`src/rtl/instr_fetch.sv`:
```
// Instruction fetch unit: holds PC, requests words from instruction memory,
// presents Instr/PC to execute and redirects on retire (seq, branch, JALR).
// Ports:
//   clk, reset                  clock, async active-high reset
//   imem_req, imem_addr         fetch request and address (address == PC)
//   imem_rvalid, imem_rdata     instruction memory response
//   Instr, PC, PCPlus4          held instruction, its address, link value
//   instr_valid, instr_ready    handshake with execute (retire = both high)
//   PCSrc, Jalr                 redirect controls sampled on retire
//   PCTarget, ALUResult         branch/JAL target and JALR target
//   fetch_err                   sticky misaligned-fetch flag
//   instret                     retired-instruction counter
module instr_fetch #(
    parameter logic [31:0] RESET_PC = 32'h0000_0000
) (
    input  logic        clk,
    input  logic        reset,
    output logic        imem_req,
    output logic [31:0] imem_addr,
    input  logic        imem_rvalid,
    input  logic [31:0] imem_rdata,
    output logic [31:0] Instr,
    output logic [31:0] PC,
    output logic [31:0] PCPlus4,
    output logic        instr_valid,
    input  logic        instr_ready,
    input  logic        PCSrc,
    input  logic        Jalr,
    input  logic [31:0] PCTarget,
    input  logic [31:0] ALUResult,
    output logic        fetch_err,
    output logic [31:0] instret
);

    typedef enum logic [2:0] {
        IDLE,
        REQ,
        WAIT,
        VALID,
        TRAP
    } state_t;

    localparam logic [31:0] NOP = 32'h0000_0013;

    state_t      state;
    logic        retire;
    logic [31:0] next_pc;
    logic [31:0] jalr_target;

    assign imem_req    = (state == REQ);
    assign instr_valid = (state == VALID);
    assign imem_addr   = PC;
    assign PCPlus4     = PC + 32'd4;
    assign retire      = instr_valid & instr_ready;

    // JALR clears bit 0 of rs1 + imm.
    assign jalr_target = ALUResult & 32'hFFFF_FFFE;

    always_comb begin
        next_pc = PCPlus4;
        if (PCSrc) begin
            next_pc = Jalr ? jalr_target : PCTarget;
        end
    end

    always_ff @(posedge clk or posedge reset) begin
        if (reset) begin
            state     <= IDLE;
            PC        <= RESET_PC;
            Instr     <= NOP;
            fetch_err <= 1'b0;
            instret   <= 32'd0;
        end else begin
            unique case (state)
                IDLE: begin
                    state <= REQ;
                end
                REQ: begin
                    if (imem_rvalid) begin
                        Instr <= imem_rdata;
                        state <= VALID;
                    end else begin
                        state <= WAIT;
                    end
                end
                WAIT: begin
                    if (imem_rvalid) begin
                        Instr <= imem_rdata;
                        state <= VALID;
                    end
                end
                VALID: begin
                    if (retire) begin
                        PC      <= next_pc;
                        instret <= instret + 32'd1;
                        // A misaligned target never reaches memory.
                        if (next_pc[1:0] == 2'b00) begin
                            state <= REQ;
                        end else begin
                            state     <= TRAP;
                            fetch_err <= 1'b1;
                        end
                    end
                end
                TRAP: begin
                    state <= TRAP;
                end
                default: begin
                    state <= IDLE;
                end
            endcase
        end
    end

endmodule

```
`config.mk`:
```
export PLATFORM = sky130hd
export DESIGN_NAME = instr_fetch
export DESIGN_NICKNAME = d
export VERILOG_FILES = /design/src/rtl/instr_fetch.sv
export SDC_FILE = /design/constraint.sdc
export NUM_CORES = 1
export LEC_CHECK = 0
export ABC_AREA = 1
export CAP_MARGIN = 20
export CORE_UTILIZATION = 45
export DETAILED_ROUTE_END_ITERATION = 6
export DONT_BUFFER_PORTS = 1
export PLACE_DENSITY = 0.59
export SYNTH_ARGS = -nofsm -noshare
export SYNTH_HDL_FRONTEND = slang
export SYNTH_SLANG_ARGS = --single-unit
```
`constraint.sdc`:
```
create_clock -name clk -period 2.67 [get_ports clk]
set_input_delay 0.267 -clock clk [delete_from_list [all_inputs] [get_ports clk]]
set_output_delay 0.267 -clock clk [all_outputs]
set_load 0.02 [all_outputs]
```
# Word-level counts from Yosys, hierarchy flattened
# Cells that the tools add are included.
[op_classes]
add_sub_neg = 2
n_eq_ne = 6
mux = 7
bitwise = 2
n_reduce_logical = 7
[op_table]
columns = ["cell", "count"]
rows = [
  ["32-bit two-way mux", 2],
  ["32-bit by 1-bit adder with 32-bit output (second input constant)", 1],
  ["32-bit by 3-bit adder with 32-bit output (second input constant)", 1],
  ["3-bit one-hot mux with 5 select lines", 1],
  ["3-bit two-way mux", 3],
  ["3-bit by 2-bit equality test with 1-bit output (second input constant)", 2],
  ["2-bit AND reduction", 3],
  ["3-bit by 1-bit equality test with 1-bit output (second input constant)", 1],
  ["3-bit equality test (second input constant)", 1],
  ["3-bit logical NOT", 1],
  ["3-bit AND reduction", 1],
  ["2-bit logical NOT", 1],
  ["2-bit by 1-bit inequality test with 1-bit output (second input constant)", 1],
  ["2-bit inequality test (second input constant)", 1],
  ["2-bit OR reduction", 1],
  ["1-bit AND", 1],
  ["1-bit two-way mux", 1],
  ["1-bit inverter", 1],
]
[word_totals]
ff_bits = 100
inputBits = 102
output_inout_bits = 163

# Logic depth before layout (Yosys ltp)
[logic_depth]
word_depth = 6
ltp_mapped = 11
ltp_nobuf = 11

# Worst setup path after synthesis
# No wires, ideal clock.
[synth_path]
path_type = "reg2out"
startpoint = "register PC[3]"
endpoint = "output PCPlus4[14]"
arrival_time_ns = 1.651
slack_ns = 0.752
path_stages_with_launch = 7
n_path_buf = 0
cell_sequence = "dfrtp_1 > ha_1 > nand2_1 > nor2_2 > nand2_2 > nor2_1 > xor2_1"
[synth_between]
elab_chain_cells = 1
[synth_rtl]
columns = ["element", "line_no", "rtl"]
rows = [
  ["start: declaration", "23", "output logic [31:0] PC,"],
  ["start signal: assignment", "94", "PC <= next_pc;"],
  ["32-bit by 3-bit adder with 32-bit output", "53", "assign PCPlus4 = PC + 32'd4;"],
  ["end: declaration", "24", "output logic [31:0] PCPlus4,"],
]
# Every way passes these cells.

# Final worst setup path
[layout_path]
startpoint = "register PC[3]"
endpoint = "output PCPlus4[17]"
# Same word-level chain as after synthesis.

==> results.yml <==
global_route:
  grt_max_degree: 101
  via_count_of_the_first_global_routing_pass: 4727
  grt_use_met1_pct: 28.85
  grt_util_all_layers_pct: 22.91
  grt_antenna_before_repair: 0
  globalRouteMet2Util_pct: 37.75
  grt_ovf: 0
  gr-max-usage-layer: "met2"
  met3_usage_pct: 6.418
  grt_pass1_wl_um: 25300
timing:
  max_slew.worst_pin.slew_ns: 0.5884
  setup_violations: 0
  clock_skew_ns: 0.006910
  finalWorstPathRequiredPeriod_ns: 2.425
  hold_ws_ns: 0.05998
  min_period_over_period_pct: 90.83
  timing.fmax_mhz: 412.3
  slew_viol_final: 0
  final-hold-violation-count: 0
  slew-limit-headroom_pct: 60.64
  fin_tns_setup_ns: 0
  grt_setup_unrepaired: "false"
cells_and_area:
  layout.cells.most_common_list: "257 x sky130_fd_sc_hd__nand2_1, 97 x sky130_fd_sc_hd__dfrtp_1, 80 x sky130_fd_sc_hd__nor2_1"
  post_layout_nonfiller_instances: 947
  area_delta_synth_final_pct: 4.689
  antenna-diode-count: 0
  final_layout_size_suffix_gt1_share_pct: 12.58
  layout.nets: 871
  most_common_library_cell_in_the_layout_ignoring_fill_and_taps: "sky130_fd_sc_hd__nand2_1"
critical_path:
  max_stage_delay_ns: 0.48
  series_of_cell_instances_along_the_critical_path: "buf_4 > nand2_1 > nor2_1 > nand2_1 > nor2_2 > xor2_1"
  crit_path_max_fanout: 5
  timing.critical_path.arrival_ns: 2.16
  bufs_and_invs_on_worst_path: 1
  crit_path_end_kind: "primary output"
  crit_family: "simple AND/OR/NAND/NOR gates"
  timing_worst_setup_path_type: "reg2out"
  critPathSlowestCell: "sky130_fd_sc_hd__xor2_1"
  start_kind: "flop"
  critical-path-top-cell-by-count: "sky130_fd_sc_hd__nand2_1"
  worst_ep_required_time_ns: 2.40
yosys:
  largest_family_of_logic_cells_by_synthesized_area: "simple AND/OR/NAND/NOR gates"
  synth_xor_area_share_pct: 5.376
  synth_fa_ha_area_share_pct: 0.4042
  yosys.area_share.simple_pct: 27.87
  number_of_enable_flip_flop_cells_after_synthesis: 0
  synth_seq_cells: 100
  synth-warning-count: 0
  synth_top_area_cell: "sky130_fd_sc_hd__dfrtp_1"
  mux_share_of_post_synthesis_cell_area_pct: 7.639
  post_synth_num_cell_types: 41
  synth-compound-area-share_pct: 6.690
  async_flop_share_pct: 100.0
  synth.net_count: 892
  postSynthAreaPerCell_um2: 7.857
  netlist_area_um2: 6191
  postSynthCellCount: 788
  yosys_most_used_dff: "sky130_fd_sc_hd__dfrtp_1"
  share_of_the_synthesized_area_in_the_top_cell_type_pct: 39.21
  post_synth_main_area_contributors: "sky130_fd_sc_hd__dfrtp_1 39%, sky130_fd_sc_hd__nand2_1 16%, sky130_fd_sc_hd__mux2_4 7.3%"
  synth.yosys.seq_area_share_pct: 40.48
floorplanning:
  die-height_um: 119.3
  initial_core_util_pct: 46.38
  floorplan.core_area_um2: 13350
  io_pins: 265
  total_die_area_um2: 14230
  rows: 42
  die_width_um: 119.3
flow_run:
  drv.max_cap_violation_count: 0
place:
  portBuffers: 0
  place_congestion: 0.8783
  detailedPlacementHpwl_um: 12050
  placedCellCount: 931
clock_network:
  number_of_clock_buffers_inserted_by_tritoncts: 9
  clkTransAtPathRegs_ns: 0.07
  tritoncts_clock_tree: "built"
  postCtsSetupRepairBufs: 0
  clockRootBuffer: "sky130_fd_sc_hd__clkbuf_16"
  max-clock-path-buffers: 2
  h-tree-depth: 3
  clock_sink_count: 100
  clkLatencyLatePin_ns: 0.35
route:
  drt-wirelength-per-cell_um: 17.07
  routed-via-count: 4978
  first_pass_iters: 5
  total_wire_length_after_detailed_routing_um: 16170
  drc_viols: 0
  routed_via_density: 5.257
  postRouteAntennaNets: 0
  initialDrtViolationCount: 307
power:
  p_leak_nw: 3.249
  ir_worst_vdd_uv: 478.5
  total_power_mw: 7.706
  power_density_nw_per_um2: 1189
min_path:
  worst_hold_path_type: "in2reg"
outcome:
  status: "completed"
kinds of logic (layout without fill, tap and decap cells):
kind of cell	count (synthesis)	in the layout
buf+inv	136	119
mux	32	32
fa+ha+maj	2	2
flops	100	100
simple gates	407	407
compound gates	73	73
xor+xnor	38	38
path summary, 6_finish.rpt:
check,startpoint,to,slack [ns],cells past startpoint
max,PC[3]$_DFFE_PP0P_,PCPlus4[17],0.24,6
min,imem_rdata[3],Instr[3]$_DFFE_PP0P_,0.06,1
max reg2reg,PC[2]$_DFFE_PP0P_,PC[16]$_DFFE_PP0P_,0.63,8
min reg2reg,state[1]$_DFFE_PP0P_,state[2]$_DFFE_PP0P_,0.57,1
max in group asynchronous,reset,instret[20]$_DFFE_PP0P_,1.68,3
min in group asynchronous,reset,PC[8]$_DFFE_PP0P_,0.52,3
layout make-up:
| type | instances | area, um^2 |
|---|---|---|
| inverters | 79 | 300.3 |
| fillers | 1357 | 6867 |
| repair buffers | 25 | 202.7 |
| clock inverters | 6 | 56.30 |
| clock buffers | 9 | 225.2 |
| flip-flops and latches | 100 | 2506 |
| well taps | 176 | 220.2 |
| multi-input cells | 552 | 2970 |
sequential cells by signal (all words and copies together), names as in the netlist:
name and flops:
Instr 32, PC 32, fetch_err 1, instret 32
state 3
where the power goes:
| part | internal, mW | switching [mW] |
|---|---|---|
| Sequential | 2.08 | 1.17 |
| Clock | 0.651 | 0.629 |
| Combinational | 1.14 | 2.03 |
| Total | 3.87 | 3.84 |
stage by stage:
stage / worst slack (ns) / area [um^2] / utilization (%)
2_1_floorplan: 0.7516 / 6195 / -
3_3_place_gp: 0.6438 / 6190 / 46.37
3_5_place_dp: 0.6348 / 6190 / 46.37
4_1_cts: 0.2398 / 6481 / 48.56
5_1_grt: 0.07071 / 6481 / 48.56
6_report: 0.2447 / 6481 / 48.56
synthesized netlist by cell type (2+ instances only):
library cell,number
sky130_fd_sc_hd__nand2_2,3
sky130_fd_sc_hd__dfrtp_1,97
sky130_fd_sc_hd__inv_1,74
sky130_fd_sc_hd__mux2_2,2
sky130_fd_sc_hd__and2_1,2
sky130_fd_sc_hd__xor2_1,29
sky130_fd_sc_hd__nand2_1,257
sky130_fd_sc_hd__nor3b_1,2
sky130_fd_sc_hd__buf_1,5
sky130_fd_sc_hd__ha_1,2
sky130_fd_sc_hd__o22ai_1,3
sky130_fd_sc_hd__nor3_2,2
sky130_fd_sc_hd__buf_4,34
sky130_fd_sc_hd__mux2_4,30
sky130_fd_sc_hd__nor2_4,4
sky130_fd_sc_hd__clkbuf_1,8
sky130_fd_sc_hd__nor2_1,80
sky130_fd_sc_hd__nor2_2,4
sky130_fd_sc_hd__buf_12,3
sky130_fd_sc_hd__o21ai_0,15
sky130_fd_sc_hd__o21ai_1,11
sky130_fd_sc_hd__nand3_1,31
sky130_fd_sc_hd__a21oi_1,20
sky130_fd_sc_hd__nand3_4,2
sky130_fd_sc_hd__xnor2_1,9
sky130_fd_sc_hd__nor3_1,9
sky130_fd_sc_hd__buf_2,4
sky130_fd_sc_hd__a21boi_0,2
sky130_fd_sc_hd__a31oi_1,13
sky130_fd_sc_hd__dfstp_2,3
sky130_fd_sc_hd__nand4_1,8
sky130_fd_sc_hd__a21boi_1,5
sky130_fd_sc_hd__buf_6,3
sky130_fd_sc_hd__inv_2,5
repair_timing:
| action | CTS | global route |
|---|---|---|
| resized for setup | 0 | 0 |
| hold buffers | 1 | 0 |
| hold endpoints to repair | 97 | 0 |
layer usage:
| metal | share of wire [%] | vias to the layer above |
|---|---|---|
| met5 | 0 | - |
| met1 | 42 | 2322 |
| met4 | 1.4 | 0 |
| li1 | - | 2412 |
| met3 | 8.6 | 18 |
| met2 | 48 | 226 |
No activity file was read; power rests on OpenSTA's default activity.
